`config.mk`:
```
export PLATFORM = sky130hd
export DESIGN_NAME = writeback_queue
export DESIGN_NICKNAME = d
export VERILOG_FILES = /design/src/rtl/writeback_queue_pkg.sv /design/src/rtl/writeback_queue_match.sv /design/src/rtl/writeback_queue.sv
export SDC_FILE = /design/constraint.sdc
export NUM_CORES = 1
export LEC_CHECK = 0
export ABC_CLOCK_PERIOD_IN_PS = 4550
export BUFFER_PORTS_ARGS = -buffer_cell sky130_fd_sc_hd__buf_2
export CAP_MARGIN = 20
export CORE_AREA = 2 2 120 122
export DETAILED_ROUTE_END_ITERATION = 10
export DIE_AREA = 0 0 122 124
export GPL_ROUTABILITY_DRIVEN = 0
export PLACE_DENSITY = 0.77
export SYNTH_ARGS = -nofsm -noshare
export SYNTH_HDL_FRONTEND = slang
export SYNTH_SLANG_ARGS = --single-unit
```
`constraint.sdc`:
```
create_clock -name clk -period 4.55 [get_ports clk]
set_input_delay 0.6825 -clock clk [delete_from_list [all_inputs] [get_ports clk]]
set_output_delay 0.6825 -clock clk [all_outputs]
set_load 0.02 [all_outputs]
```
`src/rtl/writeback_queue_pkg.sv`:
```
`default_nettype none
// ============================================================================
// Module   : writeback_queue_pkg
// Purpose  : Shared widths, default depth and entry layout for the queue.
// Revision : 1.0
// ============================================================================
package writeback_queue_pkg;

    localparam int REG_W     = 16;
    localparam int RID_W     = 4;
    localparam int WBQ_DEPTH = 4;

    typedef struct packed {
        logic             valid;
        logic [RID_W-1:0] regId;
        logic [REG_W-1:0] data;
    } wbq_entry_t;

endpackage
`default_nettype wire

```
`src/rtl/writeback_queue_match.sv`:
```
`default_nettype none
// ============================================================================
// Module   : wbq_match
// Purpose  : Forwarding lookup over pending entries, youngest match wins.
// Revision : 1.0
// ============================================================================
module wbq_match
    import writeback_queue_pkg::*;
#(
    parameter int DEPTH = WBQ_DEPTH,
    localparam int PTR_W = $clog2(DEPTH)
) (
    input  wbq_entry_t       entries [DEPTH],
    input  logic [PTR_W-1:0] head,
    input  logic [RID_W-1:0] qReg,
    output logic             hit,
    output logic [REG_W-1:0] data
);

    // Walk from oldest (head) to youngest so later matches override earlier ones.
    always_comb begin
        logic [PTR_W-1:0] w_idx;
        hit   = 1'b0;
        data  = '0;
        w_idx = '0;
        for (int k = 0; k < DEPTH; k++) begin
            w_idx = head + PTR_W'(k);
            if ((qReg != '0) && entries[w_idx].valid && (entries[w_idx].regId == qReg)) begin
                hit  = 1'b1;
                data = entries[w_idx].data;
            end
        end
    end

endmodule
`default_nettype wire

```
`src/rtl/writeback_queue.sv`:
```
`default_nettype none
// ============================================================================
// Module   : writeback_queue
// Purpose  : In-order writeback buffer in front of the register file write
//            port, with two forwarding lookup ports.
// Revision : 1.0
// ============================================================================
module writeback_queue
    import writeback_queue_pkg::*;
#(
    parameter int DEPTH = WBQ_DEPTH,
    localparam int PTR_W = $clog2(DEPTH),
    localparam int CNT_W = $clog2(DEPTH) + 1
) (
    input  logic             clk,
    input  logic             rst,
    input  logic             in_valid,
    output logic             in_ready,
    input  logic [RID_W-1:0] in_reg,
    input  logic [REG_W-1:0] in_data,
    input  logic             drain_en,
    output logic             WriteReg,
    output logic [RID_W-1:0] DstReg,
    output logic [REG_W-1:0] DstData,
    input  logic [RID_W-1:0] q1_reg,
    input  logic [RID_W-1:0] q2_reg,
    output logic             q1_hit,
    output logic             q2_hit,
    output logic [REG_W-1:0] q1_data,
    output logic [REG_W-1:0] q2_data,
    output logic [CNT_W-1:0] count
);

    localparam logic [CNT_W-1:0] c_depth = CNT_W'(DEPTH);

    wbq_entry_t       r_entries [DEPTH];
    logic [PTR_W-1:0] r_rdPtr;
    logic [PTR_W-1:0] r_wrPtr;
    logic [CNT_W-1:0] r_count;

    logic             w_nonEmpty;
    logic             w_pop;
    logic             w_push;
    logic             w_q1Hit;
    logic             w_q2Hit;
    logic [REG_W-1:0] w_q1Data;
    logic [REG_W-1:0] w_q2Data;

    assign w_nonEmpty = !rst && (r_count != '0);
    assign w_pop      = drain_en && w_nonEmpty;
    assign WriteReg   = w_pop;
    assign in_ready   = !rst && ((r_count < c_depth) || w_pop);
    // Register 0 offers complete the handshake but are never stored.
    assign w_push     = in_valid && in_ready && (in_reg != '0);

    assign DstReg  = w_nonEmpty ? r_entries[r_rdPtr].regId : '0;
    assign DstData = w_nonEmpty ? r_entries[r_rdPtr].data  : '0;
    assign count   = r_count;

    always_ff @(posedge clk) begin
        if (rst) begin
            r_rdPtr <= '0;
            r_wrPtr <= '0;
            r_count <= '0;
            for (int i = 0; i < DEPTH; i++) begin
                r_entries[i].valid <= 1'b0;
            end
        end else begin
            // Pop is applied first so a push into the same slot at full wins.
            if (w_pop) begin
                r_entries[r_rdPtr].valid <= 1'b0;
                r_rdPtr                  <= r_rdPtr + PTR_W'(1);
            end
            if (w_push) begin
                r_entries[r_wrPtr] <= '{valid: 1'b1, regId: in_reg, data: in_data};
                r_wrPtr            <= r_wrPtr + PTR_W'(1);
            end
            case ({w_push, w_pop})
                2'b10:   r_count <= r_count + CNT_W'(1);
                2'b01:   r_count <= r_count - CNT_W'(1);
                default: r_count <= r_count;
            endcase
        end
    end

    wbq_match #(.DEPTH(DEPTH)) u_matchQ1 (
        .entries (r_entries),
        .head    (r_rdPtr),
        .qReg    (q1_reg),
        .hit     (w_q1Hit),
        .data    (w_q1Data)
    );

    wbq_match #(.DEPTH(DEPTH)) u_matchQ2 (
        .entries (r_entries),
        .head    (r_rdPtr),
        .qReg    (q2_reg),
        .hit     (w_q2Hit),
        .data    (w_q2Data)
    );

    assign q1_hit  = !rst && w_q1Hit;
    assign q2_hit  = !rst && w_q2Hit;
    assign q1_data = (!rst && w_q1Hit) ? w_q1Data : '0;
    assign q2_data = (!rst && w_q2Hit) ? w_q2Data : '0;

endmodule
`default_nettype wire

```
==> results.sh, run 1 <==
export IMPL_p_leak_nw=3.21
export IMPL_clock_path_buffers=2
export IMPL_ant_nets=0
export IMPL_cp_end_kind="primary output"
export IMPL_period_share_pct=97.4
export IMPL_clk_pin_slew_ns=0.06
export IMPL_final_setup_skew_ns=0.00848
export IMPL_layout_common_cells="97 x and3_1, 90 x buf_2, 84 x mux4_2, 80 x edfxtp_1, 55 x nand2_1"
export IMPL_firstDrtPassIters=6
export IMPL_core_area_um2=13700
export IMPL_grt_total_usage_pct=26.3
export IMPL_cts_num_sinks=91
export IMPL_wire_per_inst_um=22.3
export IMPL_max_slew_margin_rel_pct=48.3
export IMPL_cts_tree="done"
export IMPL_crit_required_ns=3.87
export IMPL_finalHoldViolCount=0
export IMPL_clock_fmax_ghz=0.226
export IMPL_crit_arrival_ns=3.75
export IMPL_worst_pin_slew_ns=0.776
export IMPL_grt_max_degree=88
export IMPL_drv_slew=0
export IMPL_syn_cell_area_um2=7350
export IMPL_root_buffer="clkbuf_16"
export IMPL_vias=6052
export IMPL_start_kind="flop"
export IMPL_setup_viol=0
export IMPL_seq_area_frac_synth_pct=35.7
export IMPL_status="finished clean"
export IMPL_synth_seq_cells=91
export IMPL_antenna_found_initial=2
export IMPL_start_util_pct=53.6
export IMPL_rows=43
export IMPL_clock_latency_ns=0.34
export IMPL_drc=0
export IMPL_utilization_pct=61.0
export IMPL_routed_wl_mm=19.6
export IMPL_first_global_vias=5602
export IMPL_portBuffers=90
export IMPL_synth_edf_count=80
export IMPL_ir_drop_uv=193
export IMPL_dieArea_um2=15100
export IMPL_power_density_nw_per_um2=253
export IMPL_crit_type="reg2out"
export IMPL_synthCells=640
export IMPL_areaGrowthSynthToFinish_pct=13.9
export IMPL_fp_dieW_um=122
export IMPL_synth_fp_nets=682
export IMPL_avgSynthCellArea_um2=11.5
export IMPL_startpoint="r_rdPtr[1]$_SDFFE_PP0P_"
export IMPL_layout_commonest_cell="and3_1"
export IMPL_finalHoldWorstSlack_ns=0.548
export IMPL_synth_cell_types=44
export IMPL_synthArstFlopShare_pct=0
export IMPL_hold_buffers=0
export IMPL_fp_dieH_um=124
export IMPL_htree_levels=3
export IMPL_hpwl_mm=13.7
export IMPL_ff2ff_setup_slack_ns=2.15
export IMPL_min_delay_start="count[2]$_SDFFE_PP0P_"
export IMPL_grt_ovfl_total=0
export IMPL_fillers=1041
export IMPL_hold_path_class="reg2reg"
export IMPL_nets=736
export IMPL_grt_pass1_wl_mm=30.5
export IMPL_reg2reg_from="count[2]$_SDFFE_PP0P_"
export IMPL_drt_iter0_markers=785
export IMPL_ys_flop_type="edfxtp_1"
export IMPL_cts_buffers=9
export IMPL_cp_max_fo=23
export IMPL_pin_count=91
export IMPL_vias_per_cell=6.88
export IMPL_yosysWarnings=0
export IMPL_maxCapViolCount=0
export IMPL_min_period_ns=4.43
export IMPL_drive_gt1_share_pct=35.9
-- registers in the layout, summed over array words and instances, names as in the netlist --
name       cells
r_rdPtr        2
r_entries     84
count          3
r_wrPtr        2
-- power by group --
part / leakage [nW] / total [mW] / internal (mW) / switching [mW]
logic: 2.19 / 0.499 / 0.220 / 0.279
registers: 0.893 / 0.952 / 0.927 / 0.0246
clock network: 0.127 / 0.667 / 0.383 / 0.284
total: 3.21 / 2.12 / 1.53 / 0.588
-- critical path: stages (launching register included) --
cell	delay, ns
dfxtp_2	0.33
inv_1	0.07
ha_2	0.44
buf_6	0.28
mux4_2	0.58
xnor2_1	0.16
nand3_1	0.25
nor3_4	0.48
and3_1	0.24
a21oi_1	0.04
a311oi_1	0.32
buf_2	0.21
-- final cells by class --
type	count	area (µm²)	share of cell area [%]
clock buffer	13	250	2.99
sequential	91	2630	31.4
multi-input combinational	468	4540	54.3
inverter	12	45.0	0.538
tap	180	225	2.69
timing repair buffer	112	664	7.93
antenna	1	2.50	0.0299
clock inverter	3	16.3	0.194
-- synthesized netlist by cell type (2+ instances only) --
| master | number | share of area (%) |
|---|---|---|
| mux4_2 | 84 | 26 |
| and2_1 | 24 | 2.0 |
| a21oi_1 | 36 | 2.4 |
| or3b_1 | 2 | 0.24 |
| buf_6 | 6 | 0.92 |
| o21ai_0 | 2 | 0.14 |
| xor2_1 | 13 | 1.5 |
| a311oi_2 | 5 | 1.0 |
| a311oi_1 | 11 | 1.3 |
| nor2_1 | 37 | 1.9 |
| nand2_1 | 55 | 2.8 |
| nand4_1 | 3 | 0.26 |
| dfxtp_1 | 11 | 3.0 |
| buf_4 | 2 | 0.20 |
| nand3_1 | 20 | 1.4 |
| o31ai_2 | 2 | 0.34 |
| or4_1 | 4 | 0.41 |
| buf_2 | 14 | 0.95 |
| buf_1 | 7 | 0.36 |
| xnor2_1 | 21 | 2.5 |
| nor3_1 | 3 | 0.20 |
| ha_1 | 9 | 1.5 |
| clkbuf_1 | 41 | 2.1 |
| inv_1 | 12 | 0.61 |
| a31o_2 | 4 | 0.48 |
| nor2b_1 | 2 | 0.17 |
| edfxtp_1 | 80 | 33 |
| a311o_1 | 15 | 2.0 |
| nor3_4 | 2 | 0.44 |
| and3_1 | 99 | 8.4 |
-- cell families after synthesis --
logic type	after synthesis	share of synthesized area, %
simple gates	259	19.2
flops	91	35.7
mux	85	25.9
buf+inv	82	5.14
compound gates	79	8.25
xor+xnor	34	4.05
fa+ha+maj	10	1.80
-- per-stage QoR --
| stage | cell area (µm²) | instances | setup TNS, ns | power, mW | worst slack (ns) |
|---|---|---|---|---|---|
| final | 8370 | 880 | 0 | 2.12 | 0.119 |
| after global routing | 8370 | 879 | -0.135 | 2.20 | -0.0340 |
| after CTS | 8270 | 873 | 0 | 2.10 | 0.0130 |
| after detailed placement | 8000 | 857 | 0 | 1.45 | 0.381 |
| after global placement | 8000 | 857 | 0 | 1.43 | 0.457 |
| after floorplan | 7550 | 640 | 0 | 1.34 | 0.00329 |
-- repair_timing --
| item | CTS | global route |
|---|---|---|
| setup endpoints to repair | 0 | 30 |
| setup buffers | 0 | 3 |
| resized for setup | 0 | 3 |
-- final timing paths --
check,endpoint,depth (start not counted)
worst max-delay path,q2_data[1],11
worst min-delay path,count[2]$_SDFFE_PP0P_,2
worst max register to register,count[2]$_SDFFE_PP0P_,10
worst min register to register,count[2]$_SDFFE_PP0P_,2
-- layer usage --
metal  GRT usage [%]  vias up  part of all wire [%]
met4            8.26        2                   2.7
met1            38.3     2957                    39
met5               0        -                 0.056
met3            6.09       57                    12
li1                -     2602                     -
met2            39.6      434                    46
Power figures use the tool's default switching activity.
==> run 2: changes to the inputs <==
--- a/config.mk
+++ b/config.mk
@@ -13,6 +13,7 @@
 export DIE_AREA = 0 0 122 124
 export GPL_ROUTABILITY_DRIVEN = 0
 export PLACE_DENSITY = 0.77
+export SETUP_SLACK_MARGIN = 0.5
 export SYNTH_ARGS = -nofsm -noshare
 export SYNTH_HDL_FRONTEND = slang
 export SYNTH_SLANG_ARGS = --single-unit
==> run 2 against run 1 <==
- total power rose by 6.9%
- fmax is 6.1% higher
- highest routed layer unchanged
- utilization is 6.7 points higher
- largest power group unchanged
==> results.sh, run 2 (synthesis results as in run 1) <==
export IMPL_grt_total_usage_pct=28.3
export IMPL_cp_cell_sequence="inv_2 > ha_4 > mux4_2 > or3b_4 > a211oi_4 > buf_6 > and3_4 > nand2_1 > a311o_1 > a21oi_4 > buf_6"
export IMPL_fp_dieH_um=124
export IMPL_vias=6461
export IMPL_rows=43
export IMPL_period_share_pct=91.8
export IMPL_setup_viol=0
export IMPL_start_kind="flop"
export IMPL_cts_num_sinks=91
export IMPL_root_buffer="clkbuf_16"
export IMPL_setup_ws_ns=0.372
export IMPL_cp_slowest_cell="mux4_2"
export IMPL_clock_path_buffers=2
export IMPL_dieArea_um2=15100
export IMPL_wire_per_inst_um=24.2
export IMPL_numPlacedInstances=857
export IMPL_routed_wl_mm=22.0
export IMPL_largest_reg_flops=84
export IMPL_drive_gt1_share_pct=44.3
export IMPL_nets=766
export IMPL_crit_top_cell="buf_6"
export IMPL_pin_count=91
export IMPL_first_global_vias=5776
export IMPL_p_leak_nw=3.51
export IMPL_hpwl_mm=14.0
export IMPL_path_buf_inv=3
export IMPL_max_stage_delay_ns=0.55
export IMPL_cts_buffers=9
export IMPL_antenna_found_initial=2
export IMPL_crit_required_ns=3.87
export IMPL_clock_fmax_ghz=0.239
export IMPL_min_period_ns=4.18
export IMPL_grt_max_degree=88
export IMPL_fp_dieW_um=122
export IMPL_cp_end_kind="primary output"
export IMPL_finalHoldViolCount=0
export IMPL_crit_type="reg2out"
export IMPL_areaGrowthSynthToFinish_pct=26.3
export IMPL_cts_tree="done"
export IMPL_final_area_um2=9290
export IMPL_clk_pin_slew_ns=0.06
export IMPL_maxCapViolCount=0
export IMPL_drt_iter0_markers=1145
export IMPL_firstDrtPassIters=6
export IMPL_portBuffers=90
export IMPL_drc=0
export IMPL_worst_pin_slew_ns=0.806
export IMPL_layout_commonest_cell="and3_1"
export IMPL_ir_drop_uv=193
export IMPL_final_setup_skew_ns=0.00342
export IMPL_dpl_instance_area_um2=8190
export IMPL_layout_cells_non_filler=909
export IMPL_antenna_cells=0
export IMPL_top_register="r_entries"
export IMPL_setup_tns_ns=0
export IMPL_start_util_pct=53.6
export IMPL_clock_latency_ns=0.34
export IMPL_max_slew_margin_rel_pct=46.3
export IMPL_critPathTopFamily="compound AO/OA/AOI/OAI gates"
export IMPL_status="finished clean"
export IMPL_cp_max_fo=8
export IMPL_layout_common_cells="96 x and3_1, 84 x mux4_2, 80 x edfxtp_1, 61 x buf_2, 40 x buf_4"
export IMPL_power_density_nw_per_um2=244
export IMPL_grt_pass1_wl_mm=32.6
export IMPL_rsz0062_at_grt="true"
export IMPL_dpl_worst_slack_ns=0.440
export IMPL_drv_slew=0
export IMPL_htree_levels=3
export IMPL_core_area_um2=13700
export IMPL_crit_arrival_ns=3.50
export IMPL_hold_path_class="reg2reg"
export IMPL_ant_nets=0
export IMPL_fillers=937
export IMPL_vias_per_cell=7.11
export IMPL_ff2ff_setup_slack_ns=2.15
export IMPL_grt_ovfl_total=0
-- run 2: changes by cell type in the layout (fill, tap and decap cells not counted), sizes merged --
cell,change
buf,+26
and3,+1
diode,-1
nor3,+1
bufinv,+1
clkinv,+1
-- run 2: stage by stage --
stage                     hold slack, ns  power, mW  util [%]
final                              0.523       2.26      67.7
after global routing               0.552       2.34      67.7
after global placement             0.503       1.43      59.6
after floorplan                    0.508       1.34         -
after CTS                          0.518       2.21      64.4
after detailed placement           0.509       1.45      59.7
-- run 2: worst paths after layout --
kind | from | to | depth (start not counted)
worst max-delay path | r_rdPtr[1]$_SDFFE_PP0P_ | q1_data[4] | 11
worst min-delay path | count[2]$_SDFFE_PP0P_ | count[2]$_SDFFE_PP0P_ | 2
worst max register to register | count[2]$_SDFFE_PP0P_ | r_entries[73]$_DFFE_PP_ | 5
worst min register to register | count[2]$_SDFFE_PP0P_ | count[2]$_SDFFE_PP0P_ | 2
-- run 2: power by group --
part | leakage [nW] | internal [mW] | switching [mW]
Clock | 0.145 | 0.437 | 0.288
Sequential | 0.893 | 0.927 | 0.0273
Combinational | 2.47 | 0.261 | 0.324
-- run 2: cell type report --
class	count	area (µm²)	share of cell area [%]
Clock inverter	5	52.6	0.566
Tap cell	180	225	2.42
Multi-Input combinational cell	470	4900	52.7
Clock buffer	11	243	2.61
Timing Repair Buffer	140	1200	12.9
Sequential cell	91	2630	28.3
Inverter	12	47.5	0.512
-- run 2: tightest hold or removal path, delay by kind of cell (launching register included) --
family	cells	cell delay, ns
flops	1	0.33
compound gates	2	0.14
-- run 2: timing repair --
item                       CTS  global route
setup endpoints to repair   34            32
setup buffers               12            15
hold buffers                 0             0
gates resized for setup     44            60
cloned                       4             3
pin swaps                   19            34
-- run 2: routing by layer --
metal | track usage [%] | wire [µm] | vias up
li1 | - | - | 2674
met1 | 41.8 | 8440 | 3136
met2 | 41.6 | 10200 | 572
met3 | 5.68 | 2660 | 77
met4 | 10.8 | 702 | 2
met5 | 0 | 11 | -
